===== src/rtl/calc_pkg.sv =====
// Shared opcode constants, FSM encoding and helpers for the
// two-requester calculator arbiter.
package calc_pkg;

    localparam int OPW = 4;
    localparam int RW  = 8;

    localparam logic [2:0] OP_ADD = 3'b000;
    localparam logic [2:0] OP_SUB = 3'b001;
    localparam logic [2:0] OP_MUL = 3'b010;
    localparam logic [2:0] OP_DIV = 3'b011;
    localparam logic [2:0] OP_MOD = 3'b100;

    typedef enum logic [1:0] {
        IDLE = 2'd0,
        EXEC = 2'd1,
        RESP = 2'd2
    } state_t;

    function automatic logic is_divide(input logic [2:0] op);
        return (op == OP_DIV) || (op == OP_MOD);
    endfunction

endpackage


===== src/rtl/calc_alu.sv =====
// Combinational 4-bit unsigned ALU producing an 8-bit result
// and an error flag for illegal opcodes or division by zero.
module calc_alu
    import calc_pkg::*;
#(
    parameter logic [7:0] ZERO_DIV_RESULT = 8'h00
) (
    input  logic [OPW-1:0] a,
    input  logic [OPW-1:0] b,
    input  logic [2:0]     op,
    output logic [RW-1:0]  data,
    output logic           err
);

    logic [RW-1:0] ax;
    logic [RW-1:0] bx;
    logic [OPW-1:0] bsafe;

    assign ax = {4'b0000, a};
    assign bx = {4'b0000, b};
    // keep the divider free of a zero divisor; result is replaced anyway
    assign bsafe = (b == '0) ? 4'd1 : b;

    always_comb begin
        data = '0;
        err  = 1'b0;
        if (is_divide(op) && b == '0) begin
            data = ZERO_DIV_RESULT;
            err  = 1'b1;
        end else begin
            case (op)
                OP_ADD: data = ax + bx;
                OP_SUB: data = ax - bx;
                OP_MUL: data = ax * bx;
                OP_DIV: data = {4'b0000, a / bsafe};
                OP_MOD: data = {4'b0000, a % bsafe};
                default: begin
                    data = '0;
                    err  = 1'b1;
                end
            endcase
        end
    end

endmodule


===== src/rtl/calc_arbiter.sv =====
// Round-robin arbiter feeding two requesters into one shared
// calculator, with an IDLE/EXEC/RESP pipeline and held response.
module calc_arbiter
    import calc_pkg::*;
#(
    parameter logic [7:0] ZERO_DIV_RESULT = 8'h00
) (
    input  logic           clk,
    input  logic           rst,
    input  logic           req0_valid,
    output logic           req0_ready,
    input  logic [OPW-1:0] req0_a,
    input  logic [OPW-1:0] req0_b,
    input  logic [2:0]     req0_op,
    input  logic           req1_valid,
    output logic           req1_ready,
    input  logic [OPW-1:0] req1_a,
    input  logic [OPW-1:0] req1_b,
    input  logic [2:0]     req1_op,
    output logic           rsp_valid,
    input  logic           rsp_ready,
    output logic [RW-1:0]  rsp_data,
    output logic           rsp_id,
    output logic           rsp_err
);

    state_t         state;
    logic           rr;
    logic           gnt;
    logic           hs;
    logic [OPW-1:0] a_q;
    logic [OPW-1:0] b_q;
    logic [2:0]     op_q;
    logic           id_q;
    logic [RW-1:0]  alu_data;
    logic           alu_err;

    // contention goes to rr, otherwise whoever is asking
    always_comb begin
        if (req0_valid && req1_valid) gnt = rr;
        else                          gnt = req1_valid;
    end

    assign req0_ready = !rst && (state == IDLE) && req0_valid && !gnt;
    assign req1_ready = !rst && (state == IDLE) && req1_valid && gnt;
    assign hs = req0_ready || req1_ready;

    calc_alu #(
        .ZERO_DIV_RESULT(ZERO_DIV_RESULT)
    ) u_alu (
        .a   (a_q),
        .b   (b_q),
        .op  (op_q),
        .data(alu_data),
        .err (alu_err)
    );

    always_ff @(posedge clk) begin
        if (rst) begin
            state     <= IDLE;
            rr        <= 1'b0;
            a_q       <= '0;
            b_q       <= '0;
            op_q      <= '0;
            id_q      <= 1'b0;
            rsp_valid <= 1'b0;
            rsp_data  <= '0;
            rsp_id    <= 1'b0;
            rsp_err   <= 1'b0;
        end else begin
            unique case (state)
                IDLE: begin
                    if (hs) begin
                        a_q   <= gnt ? req1_a  : req0_a;
                        b_q   <= gnt ? req1_b  : req0_b;
                        op_q  <= gnt ? req1_op : req0_op;
                        id_q  <= gnt;
                        rr    <= ~gnt;
                        state <= EXEC;
                    end
                end
                EXEC: begin
                    rsp_valid <= 1'b1;
                    rsp_data  <= alu_data;
                    rsp_err   <= alu_err;
                    rsp_id    <= id_q;
                    state     <= RESP;
                end
                RESP: begin
                    if (rsp_ready) begin
                        rsp_valid <= 1'b0;
                        state     <= IDLE;
                    end
                end
                default: state <= IDLE;
            endcase
        end
    end

endmodule


===== config.mk =====
export PLATFORM = sky130hd
export DESIGN_NAME = calc_arbiter
export DESIGN_NICKNAME = d
export VERILOG_FILES = /design/src/rtl/calc_pkg.sv /design/src/rtl/calc_alu.sv /design/src/rtl/calc_arbiter.sv
export SDC_FILE = /design/constraint.sdc
export NUM_CORES = 1
export LEC_CHECK = 0
export ABC_AREA = 1
export CAP_MARGIN = 20
export CORE_MARGIN = 8
export CORE_UTILIZATION = 59
export CTS_BUF_LIST = sky130_fd_sc_hd__clkbuf_16
export DETAILED_ROUTE_END_ITERATION = 8
export GPL_ROUTABILITY_DRIVEN = 0
export PLACE_DENSITY_LB_ADDON = 0.2
export SLEW_MARGIN = 10
export SYNTH_ARGS = -nofsm -noshare
export SYNTH_HDL_FRONTEND = slang
export SYNTH_SLANG_ARGS = --single-unit

===== constraint.sdc =====
create_clock -name clk -period 10.05 [get_ports clk]
set_clock_uncertainty 0.1 [all_clocks]
set_input_delay 3.015 -clock clk [delete_from_list [all_inputs] [get_ports clk]]
set_output_delay 3.015 -clock clk [all_outputs]
set_load 0.01 [all_outputs]

==> impl_metrics.ini, run 1 <==
[timing]
worst_pin_slew_ns = 0.917
setup_violations = 0
fin_crit_ns = 8.63
layout_setup_ws_ns = 1.42
timing.setup.tns_ns = 0
finalCritPeriodShare = 0.859
drv_slew = 0
rsz0062_at_grt = no
fmax_ghz = 0.116
slew_headroom = 0.387
hold_viol_final = 0

[synth]
synth_top_family_by_area = simple AND/OR/NAND/NOR gates
yosys.area_share.adder = 0.214
synth_simple_gate_area_frac = 0.309
synthXorXnorAreaFrac = 0.0178
synthCells = 366
synth-seq-area-share = 0.211
ys_ff_latch = 26
synthMuxAreaShare = 0
syn-cell-area_um2 = 2460
yosysUniqueCellTypes = 37
avgSynthCellArea_um2 = 6.73
synth_warnings = 0
syn_nets = 431
synth_compound_area_frac = 0.137

[floorplan]
coreArea_um2 = 4000
die_h_um = 80.6
dieWidth_um = 80.6
io_pins = 40
dieArea_um2 = 6500
initial_core_util = 0.616
rows = 23

[grt]
grt_max_degree = 27
overflow = 0
track_usage = 0.198
use_met3 = 0.0279
antenna_found_initial = 0
grt_pass1_wl_mm = 10.5
use_met2 = 0.334
grt_busiest_layer = met2
grt_pass1_vias = 2334
gr-usage-met1 = 0.256

[setup_path]
cpMostUsedCell = clkdlybuf4s50_1
cp_max_fo = 26
required_ns = 6.94
worst-endpoint-arrival_ns = 5.52
critPathKind = primary input to output pin
endpoint_kind = output pin
crit_chain = clkdlybuf4s50_1 -> nor3_2 -> o21ai_2 -> nor2_2 -> clkdlybuf4s50_1
crit_path_start_kind = primary input
slowest_stage = clkdlybuf4s50_1
crit_path_max_incr_delay_ns = 0.87

[routing]
drt_iter0_markers = 143
drc = 0
routedWlPerCell_um = 13.8
final_antenna_net_count = 0
wl_mm = 6.22
num_vias = 2454
vias_per_cell = 5.45
drtPass1Iterations = 6

[min_path]
min_path_type = flip-flop to flip-flop

[placed_design]
portBuffers = 39
hpwl_mm = 4.89
dp_cells = 446
pre_cts_ws_ns = 1.47
place_area_um2 = 2870

[clocking]
cts_setup_buffers = 0
cts.sinks = 26
hold_buffers = 0
clk_latency_ns = 0.26
cts_buffers = 3
clk_pin_slew_ns = 0.06
cts_root_buf = clkbuf_16
cts.repair.resized = 0
cts_tree = built
ctsHtreeMaxLevel = 1
cts_buffer_depth = 2

[pwr]
peakVddDrop_mv = 0.0832
p_per_area_nw_per_um2 = 143
leakage_nw = 1.45

[cells_and_area]
fillers = 340
final_cell_area_um2 = 2970
fin_cells = 450
n_antenna_cell = 0
utilization = 0.743
drive_gt1_frac = 0.0550
fin_nets = 466
syn_to_final_growth_pct = 20.5

[run_status]
outcome = complete, no violations

[flow_run]
cap_violations = 0
[cell type report]
cell class                      count  area [um2]  share of cell area
Clock buffer                        3        75.1              0.0253
Multi-Input combinational cell    272        1670               0.562
Clock inverter                      1        30.0              0.0101
Timing Repair Buffer               39         390               0.131
Tap cell                           50        62.6              0.0211
Sequential cell                    26         520               0.175
Inverter                           59         223              0.0750
[sequential cells by signal, summed over array words and instances, names as in the netlist]
name and cells:
rsp_data 8, a_q 4, b_q 4, op_q 3, state 2, id_q 1, rr 1, rsp_err 1
rsp_id 1, rsp_valid 1
[cell usage after synthesis, drive strengths merged]
| master | number | share of area |
|---|---|---|
| a311oi | 1 | 0.0036 |
| a211oi | 1 | 0.0030 |
| xor2 | 2 | 0.0071 |
| a221oi | 1 | 0.011 |
| nand3b | 2 | 0.0061 |
| dfxtp | 26 | 0.21 |
| nor2 | 19 | 0.038 |
| o31ai | 1 | 0.0030 |
| or2 | 1 | 0.0025 |
| clkbuf | 3 | 0.0046 |
| fa | 7 | 0.057 |
| and3 | 1 | 0.0025 |
| a21oi | 24 | 0.049 |
| a31oi | 12 | 0.030 |
| clkinv | 1 | 0.0020 |
| ha | 31 | 0.16 |
| inv | 58 | 0.088 |
| o21ai | 10 | 0.025 |
| and2 | 1 | 0.0025 |
| xnor2 | 3 | 0.011 |
| o211ai | 2 | 0.0061 |
| nand3 | 26 | 0.055 |
| nor3 | 3 | 0.0081 |
| nand4 | 5 | 0.013 |
| buf | 6 | 0.017 |
| o21bai | 2 | 0.0061 |
| nand2 | 117 | 0.18 |
[power breakdown]
group          switching (mW)  leakage, nW  total [mW]  internal (mW)
Combinational           0.114         1.19       0.193         0.0786
Sequential            0.00950        0.212       0.119          0.109
Clock                  0.0338       0.0511       0.113         0.0791
Total                   0.157         1.45       0.424          0.267
[through the flow]
stage | power [mW] | hold slack [ns]
4_1_cts | 0.424 | 0.369
6_report | 0.424 | 0.370
2_1_floorplan | 0.265 | 0.339
5_1_grt | 0.456 | 0.384
3_5_place_dp | 0.310 | 0.360
3_3_place_gp | 0.305 | 0.354
[worst max-delay path, delay by kind of cell]
family                 cells  cell delay, ns
buffers and inverters      2            1.50
AO/OA/AOI/OAI              1            0.23
AND/OR/NAND/NOR            2            0.76
[cell families after synthesis]
kind of cell,count (synthesis)
XOR/XNOR,5
adder cells (fa/ha/maj),38
AND/OR/NAND/NOR,175
flip-flops,26
AO/OA/AOI/OAI,54
buffers and inverters,68
[cells in the final DEF (no fill, tap or decap), types with 2 or more instances in the layout]
cell type | synthesis | final
fa_1 | 7 | 7
nand4_1 | 5 | 5
o21ai_2 | 3 | 3
nand2_2 | 3 | 3
o211ai_1 | 2 | 2
o21bai_1 | 2 | 2
xnor2_1 | 3 | 3
inv_2 | 2 | 2
o21ai_0 | 6 | 6
inv_1 | 56 | 56
nand3_1 | 25 | 25
xor2_1 | 2 | 2
nand2_1 | 114 | 114
dfxtp_1 | 26 | 26
ha_1 | 31 | 31
clkbuf_16 | 0 | 3
nor2_4 | 2 | 2
clkdlybuf4s50_1 | 0 | 39
a21oi_1 | 24 | 24
nor2_1 | 14 | 14
nor3_1 | 2 | 2
nand3b_1 | 2 | 2
nor2_2 | 3 | 3
a31oi_1 | 12 | 12
[routing by layer]
| metal | vias up | wire (um) |
|---|---|---|
| li1 | 1254 | - |
| met2 | 101 | 2980 |
| met4 | 0 | 75 |
| met5 | - | 0 |
| met3 | 6 | 333 |
| met1 | 1093 | 2830 |
[final timing paths]
| check | startpoint | endpoint | slack (ns) | cells after the start |
|---|---|---|---|---|
| worst max-delay path | rst | req1_ready | 1.42 | 5 |
| worst min-delay path | id_q | id_q | 0.37 | 2 |
| worst max register to register | b_q[1] | rsp_data[2] | 4.65 | 36 |
| worst min register to register | id_q | id_q | 0.37 | 2 |
Note: power is estimated with default switching activity, not from simulation.
==> run 2, diff against run 1 <==
HOLD_SLACK_MARGIN = 0.08   (was not set)
clock period = 10.1 ns   (was 10.05 ns; I/O delays follow)
==> run 2 against run 1 <==
Effect of this change: worst hold slack improved by 0.0011 ns; sequential share of layout area unchanged; worst setup slack better by 0.029 ns; non-clock buffer count is the same; wire length grew 3.5%; core utilization is the same; via count is 0.24% lower; die area is the same; design area stayed put; sequential power about the same.
==> impl_metrics.ini, run 2 (same netlist as run 1, synthesis figures left out) <==
[run_status]
outcome = complete, no violations

[floorplan]
coreArea_um2 = 4000
rows = 23
die_h_um = 80.6
initial_core_util = 0.616
dieArea_um2 = 6500
dieWidth_um = 80.6
io_pins = 40

[clocking]
cts_buffers = 3
cts.repair.resized = 0
clk_latency_ns = 0.26
cts_buffer_depth = 2
cts_setup_buffers = 0
cts_tree = built
cts.sinks = 26
clk_pin_slew_ns = 0.07
ctsHtreeMaxLevel = 1
hold_buffers = 0
cts_root_buf = clkbuf_16

[setup_path]
crit_path_start_kind = primary input
worst-endpoint-arrival_ns = 5.52
endpoint_kind = output pin
required_ns = 6.97
cp_max_fo = 26
critPathKind = primary input to output pin

[timing]
layout_setup_ws_ns = 1.45
timing.setup.tns_ns = 0
fmax_ghz = 0.116
worst_pin_slew_ns = 0.907
hold_viol_final = 0
whs_ns = 0.371
rsz0062_at_grt = no
fin_crit_ns = 8.65
slew_headroom = 0.394
drv_slew = 0
finalCritPeriodShare = 0.857
setup_violations = 0

[grt]
grt_pass1_vias = 2487
grt_max_degree = 27
grt_pass1_wl_mm = 11.1
antenna_found_initial = 0
overflow = 0
track_usage = 0.209

[routing]
wl_mm = 6.44
drt_iter0_markers = 175
num_vias = 2448
drtPass1Iterations = 4
routedWlPerCell_um = 14.3
drc = 0
vias_per_cell = 5.44
final_antenna_net_count = 0

[pwr]
p_per_area_nw_per_um2 = 144
seqPwrFrac = 0.276
p_int_uw = 266
leakage_nw = 1.45
power_switching_uw = 161
peakVddDrop_mv = 0.0906
power_frac_clock = 0.266
sw_frac_of_total = 0.377
fin_total_pwr_uw = 427
power_frac_comb = 0.458

[placed_design]
pre_cts_ws_ns = 1.51
portBuffers = 39
dp_cells = 446
hpwl_mm = 5.03

[cells_and_area]
n_antenna_cell = 0
largest_reg_flops = 8
fillers = 340
final_common_cell = nand2_1
fin_nets = 466
top_register = rsp_data
final_cell_mix = nand2_1, inv_1, clkdlybuf4s50_1
regArea_um2 = 520
multi_input_area_um2 = 1670
syn_to_final_growth_pct = 20.5
fin_cells = 450
drive_gt1_frac = 0.0550
top_regs = rsp_data: 8 flops, a_q: 4 flops, b_q: 4 flops

[min_path]
min_path_type = flip-flop to flip-flop

[flow_run]
cap_violations = 0
run 2: cell counts in the layout (fill, tap and decap cells not counted):
No cell type changed its count.
run 2: power groups by stage:
stage / combinational, mW / sequential, mW / clock [mW]
after CTS: 0.195 / 0.118 / 0.113
after global routing: 0.221 / 0.119 / 0.118
final: 0.196 / 0.118 / 0.113
after floorplan: 0.146 / 0.118 / 0
after global placement: 0.184 / 0.120 / 0
after detailed placement: 0.192 / 0.120 / 0
run 2: worst max-delay path, cell delays in order:
cell	delay [ns]
clkdlybuf4s50_1	0.86
nor3_2	0.35
o21ai_2	0.23
nor2_2	0.41
clkdlybuf4s50_1	0.63
run 2: final timing paths:
check	startpoint	to	slack, ns	cells past startpoint
worst max-delay path	rst	req1_ready	1.45	5
worst min-delay path	id_q	rsp_id	0.37	2
worst max register to register	b_q[1]	rsp_data[2]	4.67	36
worst min register to register	id_q	rsp_id	0.37	2
run 2: metal layers:
metal  vias up  track usage  share of wire
li1       1248            -              -
met1      1117        0.257           0.44
met2        73        0.351           0.48
met3        10       0.0480          0.067
met4         0       0.0636          0.012
met5         -            0              0
run 2: area by class of cell:
class	count	area share
Clock buffer	3	0.0253
Clock inverter	1	0.0101
Inverter	59	0.0750
Multi-Input combinational cell	272	0.562
Sequential cell	26	0.175
Tap cell	50	0.0211
Timing Repair Buffer	39	0.131
run 2: per-stage QoR:
stage | cell area, um2 | util
2_1_floorplan | 2460 | -
3_3_place_gp | 2870 | 0.716
3_5_place_dp | 2870 | 0.716
4_1_cts | 2970 | 0.743
5_1_grt | 2970 | 0.743
6_report | 2970 | 0.743
